[src/rtl/seq_multiplier.sv]
// seq_multiplier: 32x32->64 shift-add multiplier that accumulates through an external 32-bit adder.
// Ports:
//   clk, rst_n        clock, asynchronous active-low reset
//   start, op_a, op_b request and operands, sampled in IDLE
//   signed_op         signed request, sampled with start (only when SIGNED_MUL_EN is defined)
//   busy, done        busy in RUN/DONE, done pulses for one cycle in DONE
//   product           result, held until the next DONE
//   add_a, add_b      adder operands, zero outside RUN
//   add_cin           adder carry-in, tied to 0
//   add_sum, add_cout adder result, combinational
// Configuration: define SIGNED_MUL_EN to add two's-complement operation via signed_op.
module seq_multiplier (
    input  logic        clk,
    input  logic        rst_n,
    input  logic        start,
    input  logic [31:0] op_a,
    input  logic [31:0] op_b,
`ifdef SIGNED_MUL_EN
    input  logic        signed_op,
`endif
    output logic        busy,
    output logic        done,
    output logic [63:0] product,
    output logic [31:0] add_a,
    output logic [31:0] add_b,
    output logic        add_cin,
    input  logic [31:0] add_sum,
    input  logic        add_cout
);
    typedef enum logic [1:0] {IDLE, RUN, DONE} state_t;
    state_t state, state_nx;
    logic [31:0] mcand, mplr, acc_hi, a_ld, b_ld;
    logic [4:0]  count;
    logic [63:0] shifted, result;
    // Accumulator and multiplier shift as one 64-bit register, carry-out entering at the top.
    assign shifted = {add_cout, add_sum, mplr[31:1]};
`ifdef SIGNED_MUL_EN
    logic neg;
    assign a_ld   = (signed_op && op_a[31]) ? -op_a : op_a;
    assign b_ld   = (signed_op && op_b[31]) ? -op_b : op_b;
    assign result = neg ? -shifted : shifted;
`else
    assign a_ld   = op_a;
    assign b_ld   = op_b;
    assign result = shifted;
`endif
    always_ff @(posedge clk or negedge rst_n)
        if (!rst_n) state <= IDLE;
        else        state <= state_nx;
    always_comb begin
        state_nx = (state == IDLE) ? (start ? RUN : IDLE) :
                   (state == RUN)  ? ((count == 5'd31) ? DONE : RUN) : IDLE;
        busy     = state != IDLE;
        done     = state == DONE;
        add_a    = (state == RUN) ? acc_hi : 32'd0;
        add_b    = (state == RUN && mplr[0]) ? mcand : 32'd0;
        add_cin  = 1'b0;
    end
    always_ff @(posedge clk or negedge rst_n)
        if (!rst_n) begin
            mcand   <= '0;
            mplr    <= '0;
            acc_hi  <= '0;
            count   <= '0;
            product <= '0;
`ifdef SIGNED_MUL_EN
            neg     <= 1'b0;
`endif
        end else if (state == IDLE && start) begin
            mcand  <= a_ld;
            mplr   <= b_ld;
            acc_hi <= '0;
            count  <= '0;
`ifdef SIGNED_MUL_EN
            neg    <= signed_op & (op_a[31] ^ op_b[31]);
`endif
        end else if (state == RUN) begin
            {acc_hi, mplr} <= shifted;
            // Last step: capture the result instead of letting count wrap.
            if (count == 5'd31) product <= result;
            else                count   <= count + 5'd1;
        end
endmodule

[config.mk]
export PLATFORM = sky130hd
export DESIGN_NAME = seq_multiplier
export DESIGN_NICKNAME = d
export VERILOG_FILES = /design/src/rtl/seq_multiplier.sv
export SDC_FILE = /design/constraint.sdc
export NUM_CORES = 1
export LEC_CHECK = 0
export CAP_MARGIN = 10
export CORE_MARGIN = 2
export CORE_UTILIZATION = 42
export CTS_CLUSTER_SIZE = 40
export DETAILED_ROUTE_END_ITERATION = 16
export GPL_TIMING_DRIVEN = 1
export PLACE_DENSITY = 0.75
export SLEW_MARGIN = 20
export SYNTH_ARGS = -nofsm -noshare
export SYNTH_HDL_FRONTEND = slang
export SYNTH_SLANG_ARGS = --single-unit
[constraint.sdc]
create_clock -name clk -period 1.8 [get_ports clk]
set_clock_uncertainty 0.15 [all_clocks]
set_input_delay 0.36 -clock clk [delete_from_list [all_inputs] [get_ports clk]]
set_output_delay 0.36 -clock clk [all_outputs]
set_load 0.03 [all_outputs]
==> impl_metrics.py, run 1 <==
metrics = {
    "run_status": {
        "status": "complete, but fails checks",
        "violations": "negative setup slack",
    },
    "hold_path": {
        "worstHoldPathType": "in2async",
    },
    "placement": {
        "numPortBuffers": 229,
        "hpwl_um": 12700,
        "place_area_um2": 9830,
        "place_congestion": 0.753,
        "pre_cts_slack_ns": -0.257,
    },
    "run": {
        "maxCapViolCount": 0,
    },
    "cts": {
        "cts_tree": "done",
        "clock_latency_ns": 0.42,
        "root_buffer": "clkbuf_16",
        "cts_inserted_buffers": 17,
        "clock-sinks": 167,
        "clk_pin_slew_ns": 0.07,
        "htreeDepth": 4,
        "clock_path_buffers": 2,
    },
    "sta": {
        "rsz0062_at_grt": "yes",
        "setup_violations": 171,
        "hold_viol": 0,
        "setup_tns_ns": -31.71,
        "period_needed_ns": 2.20,
        "hold_ws_ns": 0.260,
        "fin_ws_ns": -0.400,
        "post-route-period-util_pct": 122,
        "slew_viol_final": 0,
        "fmax_ghz": 0.455,
    },
    "critical_path": {
        "worstPathArrival_ns": 1.69,
        "cp_num_cells": 5,
        "crit_path_frequent_cell": "buf_6",
        "worstSetupEndpointType": "output port",
        "cpPeakStageDelay_ns": 0.37,
        "start_kind": "flop",
        "path_cells": "and2b_4 -> buf_6 -> buf_16 -> and3_4 -> buf_6",
        "required_ns": 1.29,
        "critPathBufInv": 3,
        "crit_path_top_delay_cell": "dfrtp_1",
        "crit_family": "simple AND/OR/NAND/NOR gates",
        "ff2ff_path_depth": 8,
        "critPathKind": "reg2out",
        "crit_fanout": 7,
    },
    "floorplan": {
        "die_h_um": 135,
        "core_area_um2": 16600,
        "start_util_pct": 43.1,
        "die_x_um": 135,
        "die_area_um2": 18200,
        "rows": 47,
        "ios": 231,
    },
    "detailed_routing": {
        "vias": 5729,
        "drt_iter0_drc": 273,
        "ant_nets": 0,
        "wl_per_cell_um": 19.8,
        "drc_errors": 0,
        "routed_wl_um": 21900,
        "vias_per_cell": 5.19,
        "drtPass1Iterations": 4,
    },
    "logic_synthesis": {
        "synth_common_cells": "dfrtp_1 (167), nand2_1 (129), mux2_4 (49), mux2_2 (48), and3_1 (33)",
        "synthesis.nets": 691,
        "async_flop_share_pct": 100,
        "synth-edff-count": 0,
        "ys_ff_latch": 167,
        "synthesis.area_um2": 7180,
        "syn_area_per_cell_um2": 12.2,
        "ys.flop_type": "dfrtp_1",
        "synth_area_leaders": "dfrtp_1 (58%), mux2_4 (10%), mux2_2 (7.5%)",
        "yosysMostFrequentCell": "dfrtp_1",
        "yosys.area.top_type": "dfrtp_1",
        "seq_area_frac_synth_pct": 58.2,
        "synth_top_area_share_pct": 58.2,
        "synth_cells": 588,
        "yosys_warnings": 0,
        "synth.distinct_cells": 30,
    },
    "layout": {
        "antennaDiodeCount": 0,
        "drive_above_1_share_pct": 41.2,
        "final_area_um2": 11800,
        "syn2layout_area_growth_pct": 65.0,
        "multiInputGateArea_um2": 3270,
        "regArea_um2": 4180,
        "layout.nets": 974,
        "fillerInstances": 1099,
    },
    "global_routing": {
        "grt_pass1_wl_um": 32900,
        "grt_use_met3_pct": 6.42,
        "use_met1_pct": 29.2,
        "antenna_found_initial": 0,
        "track_usage_pct": 23.4,
        "top_usage_layer": "met2",
        "grt_pass1_vias": 6049,
        "met2_usage_pct": 40.0,
        "grt_max_degree": 60,
        "grt-ovfl-total": 0,
    },
    "power": {
        "irDropWorstVdd_mv": 1.13,
        "cellPowerDensity_nw_per_um2": 1710,
        "leakage_nw": 5.84,
    },
}
per-layer routing:
layer	vias to the layer above	share of wire [%]	wire [um]
met5	-	0	0
met4	0	1.6	348
met3	22	6.1	1330
met2	199	52	11400
met1	2918	40	8790
li1	2590	-	-
stage by stage:
| step | total power, W | util (%) | instances |
|---|---|---|---|
| 4_1_cts | 0.0193 | 68.4 | 1094 |
| 2_1_floorplan | 0.0114 | - | 588 |
| 5_1_grt | 0.0212 | 71.2 | 1104 |
| 6_report | 0.0203 | 71.2 | 1104 |
| 3_3_place_gp | 0.0145 | 59.1 | 1024 |
| 3_5_place_dp | 0.0148 | 59.1 | 1024 |
kinds of logic (layout without fill, tap and decap cells):
kind of cell	after synthesis	in the layout	synth area share, %
adders and majority gates	3	3	0.523
and+or+nand+nor	205	206	13.4
buffers and inverters	44	339	3.70
AOI/OAI and AO/OA	70	70	6.21
xor gates and xnor gates	1	1	0.122
DFF	167	167	58.2
muxes	97	97	17.8
other	1	1	0.0522
final timing paths:
| kind | from | end | slack, ns |
|---|---|---|---|
| max in group asynchronous | rst_n | acc_hi[7]$_DFFE_PN0P_ | 0.55 |
| hold reg to reg | product[45]$_DFFE_PN0P_ | product[45]$_DFFE_PN0P_ | 0.35 |
| setup / recovery | state[1]$_DFF_PN0_ | add_b[31] | -0.40 |
| min in group clk | product[45]$_DFFE_PN0P_ | product[45]$_DFFE_PN0P_ | 0.35 |
| hold / removal | rst_n | product[55]$_DFFE_PN0P_ | 0.26 |
| setup reg to reg | state[1]$_DFF_PN0_ | product[39]$_DFFE_PN0P_ | -0.20 |
layout by cell type, fill, tap and decap left out, types with 2 or more instances in the layout:
cell type,instances
dfrtp_1,167
nand2_1,127
clkdlybuf4s50_1,98
mux2_4,92
buf_6,74
dlygate4sd2_1,63
and2_4,32
o21ai_0,25
clkbuf_16,24
buf_12,23
buf_4,22
and3_2,16
a22oi_2,16
a22oi_1,16
and3_4,12
buf_8,9
buf_16,7
o21ai_1,6
and3_1,5
mux2_2,5
clkinvlp_4,3
inv_6,3
nor3b_4,2
nand2_8,2
a22o_1,2
ha_4,2
clkbuf_8,2
clkinv_2,2
clkinv_4,2
repair_timing:
| item | 4_1_cts | 5_1_grt |
|---|---|---|
| gates cloned | 15 | 8 |
| buffers inserted | 22 | 10 |
| setup endpoints to repair | 197 | 223 |
| pin swaps | 21 | 58 |
| hold buffers | 1 | 0 |
| gates resized for setup | 196 | 100 |
| endpoints found under the hold margin | 32 | 0 |
state kept, by name, summed over array words and instances (netlist names):
signal / flops
mplr: 32
state: 2
product: 64
acc_hi: 32
count: 5
mcand: 32
cell type report:
| class | instances | share of cell area [%] |
|---|---|---|
| timing repair buffer | 306 | 29.9 |
| tap | 220 | 2.32 |
| sequential | 167 | 35.3 |
| inverter | 1 | 0.0317 |
| clock inverter | 12 | 0.993 |
| multi-input combinational | 378 | 27.6 |
| clock buffer | 20 | 3.86 |
power by group:
| part | switching [W] | internal (W) | total, W |
|---|---|---|---|
| Clock | 0.00159 | 0.00200 | 0.00359 |
| Sequential | 0.00109 | 0.00536 | 0.00646 |
| Combinational | 0.00499 | 0.00522 | 0.0102 |
No activity file was read; power rests on OpenSTA's default activity.
==> run 2, diff against run 1 <==
- SETUP_SLACK_MARGIN: unset -> 0.1
==> run 2 against run 1 <==
Against the previous run:
- the run still ends with negative setup slack left
- cell count is 0.63% higher
- clock-buffer cell count unchanged
- final area increased by 1.4%
- sequential cell count did not move
- critical path depth unchanged
- largest power group unchanged
==> impl_metrics.py, run 2 (synthesis gave the netlist of run 1 again) <==
metrics = {
    "layout": {
        "top_register": "product",
        "fillerInstances": 1086,
        "layout.nets": 981,
        "mostFrequentLayoutCells": "dfrtp_1 (167), nand2_1 (128), clkdlybuf4s50_1 (98)",
        "post-route-util_pct": 72.2,
        "regArea_um2": 4180,
        "syn2layout_area_growth_pct": 67.4,
        "antennaDiodeCount": 0,
        "instances_no_fill": 1111,
        "drive_above_1_share_pct": 50.2,
        "final_common_cell": "dfrtp_1",
        "largest_register_ffs": 64,
        "multiInputGateArea_um2": 3410,
    },
    "critical_path": {
        "worstSetupEndpointType": "output port",
        "crit_fanout": 16,
        "reg2reg_slack_ns": -0.21,
        "cpPeakStageDelay_ns": 0.39,
        "startpoint": "state[1]$_DFF_PN0_",
        "critPathBufInv": 3,
        "path_cells": "and2b_4 -> buf_12 -> buf_12 -> and3_4 -> buf_6",
        "reg2reg_from": "state[1]$_DFF_PN0_",
        "required_ns": 1.29,
        "crit_family": "simple AND/OR/NAND/NOR gates",
        "crit_path_frequent_cell": "buf_12",
        "crit_path_top_delay_cell": "dfrtp_1",
        "worstPathArrival_ns": 1.76,
        "start_kind": "flop",
        "critPathKind": "reg2out",
    },
    "power": {
        "p_sw_share_pct": 38.3,
        "internal-power_w": 0.0124,
        "seqPwrFrac_pct": 32.2,
        "clockPowerShare_pct": 16.9,
        "irDropWorstVdd_mv": 0.897,
        "p_comb_share_pct": 50.9,
        "cellPowerDensity_nw_per_um2": 1680,
        "netSwitchingPower_w": 0.00771,
        "leakage_nw": 5.70,
    },
    "detailed_routing": {
        "vias_per_cell": 5.15,
        "drc_errors": 0,
        "vias": 5718,
        "drt_iter0_drc": 247,
        "drtPass1Iterations": 4,
        "wl_per_cell_um": 19.6,
        "ant_nets": 0,
        "routed_wl_um": 21700,
    },
    "sta": {
        "fin_ws_ns": -0.465,
        "fmax_ghz": 0.441,
        "hold_viol": 0,
        "setup_violations": 232,
        "hold_ws_ns": 0.247,
        "slew_viol_final": 0,
        "post-route-period-util_pct": 126,
        "rsz0062_at_grt": "yes",
        "period_needed_ns": 2.27,
    },
    "cts": {
        "clock-sinks": 167,
        "root_buffer": "clkbuf_16",
        "htreeDepth": 4,
        "clock_path_buffers": 2,
        "cts_tree": "done",
        "cts_inserted_buffers": 17,
        "clk_pin_slew_ns": 0.07,
        "clock_latency_ns": 0.42,
    },
    "global_routing": {
        "grt-ovfl-total": 0,
        "grt_max_degree": 42,
        "antenna_found_initial": 0,
        "track_usage_pct": 23.7,
        "grt_pass1_wl_um": 33200,
        "grt_pass1_vias": 6059,
    },
    "run_status": {
        "violations": "negative setup slack",
        "status": "complete, but fails checks",
    },
    "floorplan": {
        "die_h_um": 135,
        "start_util_pct": 43.1,
        "die_x_um": 135,
        "core_area_um2": 16600,
        "ios": 231,
        "rows": 47,
        "die_area_um2": 18200,
    },
    "placement": {
        "hpwl_um": 12800,
        "placed_cells": 1029,
        "place_congestion": 0.839,
        "numPortBuffers": 229,
    },
    "run": {
        "maxCapViolCount": 0,
    },
    "hold_path": {
        "worstHoldPathType": "in2async",
    },
}
## run 2: cell types whose count changed in the layout (fill, tap and decap cells not counted), moves of 16 or more
cell / before / now
dlygate4sd2_1: 63 / 1
clkbuf_2: 0 / 35
o21ai_2: 1 / 27
o21ai_0: 25 / 0
and3_4: 12 / 29
and3_2: 16 / 0
clkdlybuf4s15_1: 1 / 17
## run 2: metrics by stage
step	cell area [um2]	setup WS, ns	power, W	setup TNS (ns)
floorplan	7450	-0.0254	0.0118	-1.20
global placement	9990	-0.232	0.0149	-19.99
detailed placement	9990	-0.280	0.0152	-25.44
CTS	11800	-0.449	0.0196	-37.15
global route	12000	-0.503	0.0211	-56.40
finish	12000	-0.465	0.0201	-44.83
## run 2: path summary, 6_finish.rpt
check                                          endpoint  depth (start not counted)
max in group asynchronous       product[48]$_DFFE_PN0P_                          3
worst min register to register  product[34]$_DFFE_PN0P_                          1
worst max register to register  product[51]$_DFFE_PN0P_                          8
worst max-delay path                          add_b[24]                          5
worst min-delay path            product[22]$_DFFE_PN0P_                          2
min in group clk                product[34]$_DFFE_PN0P_                          1
## run 2: layout make-up
cell class	count	share of cell area, %
sequential	167	34.8
tap	220	2.29
timing repair buffer	313	29.9
clock inverter	12	0.781
inverter	1	0.0312
multi-input combinational	378	28.4
clock buffer	20	3.80
## run 2: repair_timing
action | in CTS | in global routing
endpoints found under the setup margin | 265 | 282
hold endpoints to repair | 30 | 0
gates resized for setup | 245 | 187
cloned | 18 | 5
setup buffers | 21 | 15
hold buffers | 1 | 0
pin swaps | 14 | 33
## run 2: layer usage
metal / up-vias / wire [um] / GRT usage, %
met5: - / 0 / 0
met4: 0 / 624 / 9.65
met3: 42 / 1200 / 5.78
met2: 195 / 11400 / 40.9
met1: 2875 / 8520 / 28.5
li1: 2606 / - / -
## run 2: power groups by stage
| stage | Combinational (W) | Clock, W | Sequential (W) |
|---|---|---|---|
| 2_1_floorplan | 0.00452 | 0 | 0.00728 |
| 3_3_place_gp | 0.00861 | 0 | 0.00631 |
| 3_5_place_dp | 0.00880 | 0 | 0.00643 |
| 4_1_cts | 0.00974 | 0.00345 | 0.00639 |
| 5_1_grt | 0.0108 | 0.00364 | 0.00668 |
| 6_report | 0.0102 | 0.00341 | 0.00649 |
==> run 3, diff against run 2 <==
==> constraint.sdc (replaced) <==
create_clock -name clk -period 1.8 [get_ports clk]
set_clock_uncertainty 0.15 [all_clocks]
set_input_delay 0.18 -clock clk [delete_from_list [all_inputs] [get_ports clk]]
set_output_delay 0.18 -clock clk [all_outputs]
set_load 0.03 [all_outputs]
==> run 3 against run 2 <==
Against the previous run:
- sequential power hardly changed
- largest power group unchanged
- core utilization increased by 1.0 points
- the run still ends with negative setup slack left
- sequential cell count did not move
- non-clock buffer count shrank 4
- critical endpoint is now add_b[25]
- worst setup slack improved by 0.21 ns
- sequential share of layout area shrank 0.48 points
- global-route usage increased by 1.4 points
- via count up 2.3%
- cell count fell by 0.36%
- clock-buffer cell count is 1 lower
==> impl_metrics.py, run 3 (synthesis gave the netlist of run 1 again) <==
metrics = {
    "run_status": {
        "status": "complete, but fails checks",
        "violations": "negative setup slack",
    },
    "cts": {
        "clock_latency_ns": 0.41,
        "htreeDepth": 4,
        "cts_inserted_buffers": 17,
        "root_buffer": "clkbuf_16",
        "clock-sinks": 167,
        "clock_path_buffers": 2,
        "cts_tree": "done",
        "clk_pin_slew_ns": 0.06,
    },
    "global_routing": {
        "grt_max_degree": 57,
        "track_usage_pct": 25.1,
        "grt-ovfl-total": 0,
        "grt_pass1_vias": 6149,
        "grt_pass1_wl_um": 35000,
        "antenna_found_initial": 0,
    },
    "power": {
        "netSwitchingPower_w": 0.00790,
        "finalPower_w": 0.0205,
        "seqPwrFrac_pct": 31.7,
        "cellPowerDensity_nw_per_um2": 1680,
        "internal-power_w": 0.0126,
        "p_sw_share_pct": 38.5,
        "p_comb_share_pct": 51.3,
        "clockPowerShare_pct": 17.0,
        "irDropWorstVdd_mv": 1.04,
        "leakage_nw": 5.94,
    },
    "floorplan": {
        "core_area_um2": 16600,
        "die_h_um": 135,
        "start_util_pct": 43.1,
        "die_x_um": 135,
        "rows": 47,
        "ios": 231,
        "die_area_um2": 18200,
    },
    "layout": {
        "antennaDiodeCount": 0,
        "post-route-util_pct": 73.2,
        "layout.nets": 977,
        "largest_register_ffs": 64,
        "syn2layout_area_growth_pct": 69.8,
        "drive_above_1_share_pct": 44.8,
        "final_common_cell": "dfrtp_1",
        "top_register": "product",
        "mostFrequentLayoutCells": "dfrtp_1 (165), nand2_1 (128), clkdlybuf4s50_1 (98)",
    },
    "detailed_routing": {
        "drc_errors": 0,
        "drt_iter0_drc": 365,
        "drtPass1Iterations": 5,
        "vias": 5851,
        "ant_nets": 0,
        "wl_per_cell_um": 21.4,
        "routed_wl_um": 23700,
        "vias_per_cell": 5.29,
    },
    "critical_path": {
        "critPathKind": "reg2out",
        "crit_path_top_delay_cell": "dfrtp_2",
        "required_ns": 1.47,
        "crit_fanout": 13,
        "path_cells": "and2b_4 -> buf_6 -> buf_12 -> and3_1 -> buf_6",
        "worstPathArrival_ns": 1.72,
        "worstSetupEndpointType": "output port",
        "cpPeakStageDelay_ns": 0.40,
        "start_kind": "flop",
        "crit_path_frequent_cell": "buf_6",
    },
    "sta": {
        "fin_ws_ns": -0.252,
        "hold_viol": 0,
        "period_needed_ns": 2.05,
        "fmax_ghz": 0.487,
        "post-route-period-util_pct": 114,
        "setup_violations": 228,
        "slew_viol_final": 0,
        "rsz0062_at_grt": "yes",
    },
    "placement": {
        "hpwl_um": 12400,
        "pre_cts_slack_ns": -0.112,
        "numPortBuffers": 229,
        "place_congestion": 0.785,
    },
    "hold_path": {
        "worstHoldPathType": "in2async",
    },
    "run": {
        "maxCapViolCount": 0,
    },
}
==> run 3: cell types whose count changed in the layout (fill, tap and decap cells not counted), moves of 14 or more <==
cell	before	now
clkbuf_2	35	0
clkdlybuf4s15_1	17	0
dlygate4sd2_1	1	64
and3_1	4	18
and3_4	29	15
==> run 3: worst paths after layout <==
kind / from / to / slack [ns] / cells after the start
setup / recovery: state[1]$_DFF_PN0_ / add_b[25] / -0.25 / 5
hold / removal: rst_n / product[37]$_DFFE_PN0P_ / 0.07 / 2
setup reg to reg: count[1]$_DFFE_PN0P_ / product[22]$_DFFE_PN0P_ / -0.21 / 7
hold reg to reg: mcand[27]$_DFFE_PN0P_ / mcand[27]$_DFFE_PN0P_ / 0.36 / 1
max in group asynchronous: rst_n / mplr[0]$_DFFE_PN0P_ / 0.80 / 3
min in group clk: add_sum[6] / acc_hi[5]$_DFFE_PN0P_ / 0.20 / 3
==> run 3: per-stage QoR <==
step           hold WS (ns)  setup TNS (ns)  area, um2  std cells
2_1_floorplan        -0.266           -1.20       7210        588
3_3_place_gp        -0.0579           -2.10       9650       1017
3_5_place_dp        -0.0560           -9.48       9650       1017
4_1_cts              0.0667          -21.99      11700       1100
5_1_grt              0.0887          -40.03      12200       1107
6_report             0.0717          -28.54      12200       1107
==> run 3: cell type report <==
type / instances / area (um2)
clock buffers: 19 / 443
clock inverters: 13 / 121
fillers: 1098 / 4450
inverters: 1 / 3.75
multi-input cells: 378 / 3470
flip-flops and latches: 167 / 4180
well taps: 220 / 275
repair buffers: 309 / 3690
==> run 3: layer usage <==
layer	up-vias	wire, um	GRT usage (%)
li1	2586	-	-
met1	2985	9670	32.2
met2	242	12200	42.9
met3	38	1450	6.16
met4	0	424	6.02
met5	-	0	0
==> run 3: power groups by stage <==
stage	registers, W	clock network, W	logic (W)
2_1_floorplan	0.00724	0	0.00397
3_3_place_gp	0.00628	0	0.00797
3_5_place_dp	0.00639	0	0.00814
4_1_cts	0.00638	0.00353	0.00972
5_1_grt	0.00669	0.00373	0.0110
6_report	0.00652	0.00349	0.0105
==> run 3: repair_timing <==
item / CTS / global route
hold buffers: 1 / 0
gates resized for setup: 266 / 143
endpoints found under the hold margin: 167 / 0
cloned: 22 / 7
setup buffers: 29 / 7
pin swaps: 19 / 47
setup endpoints to repair: 289 / 232
==> run 3: worst max-delay path, delay by kind of cell, from the launching register on <==
family	cells	cell delay (ns)
buffers and inverters	3	0.42
DFF	1	0.40
and+or+nand+nor	2	0.48
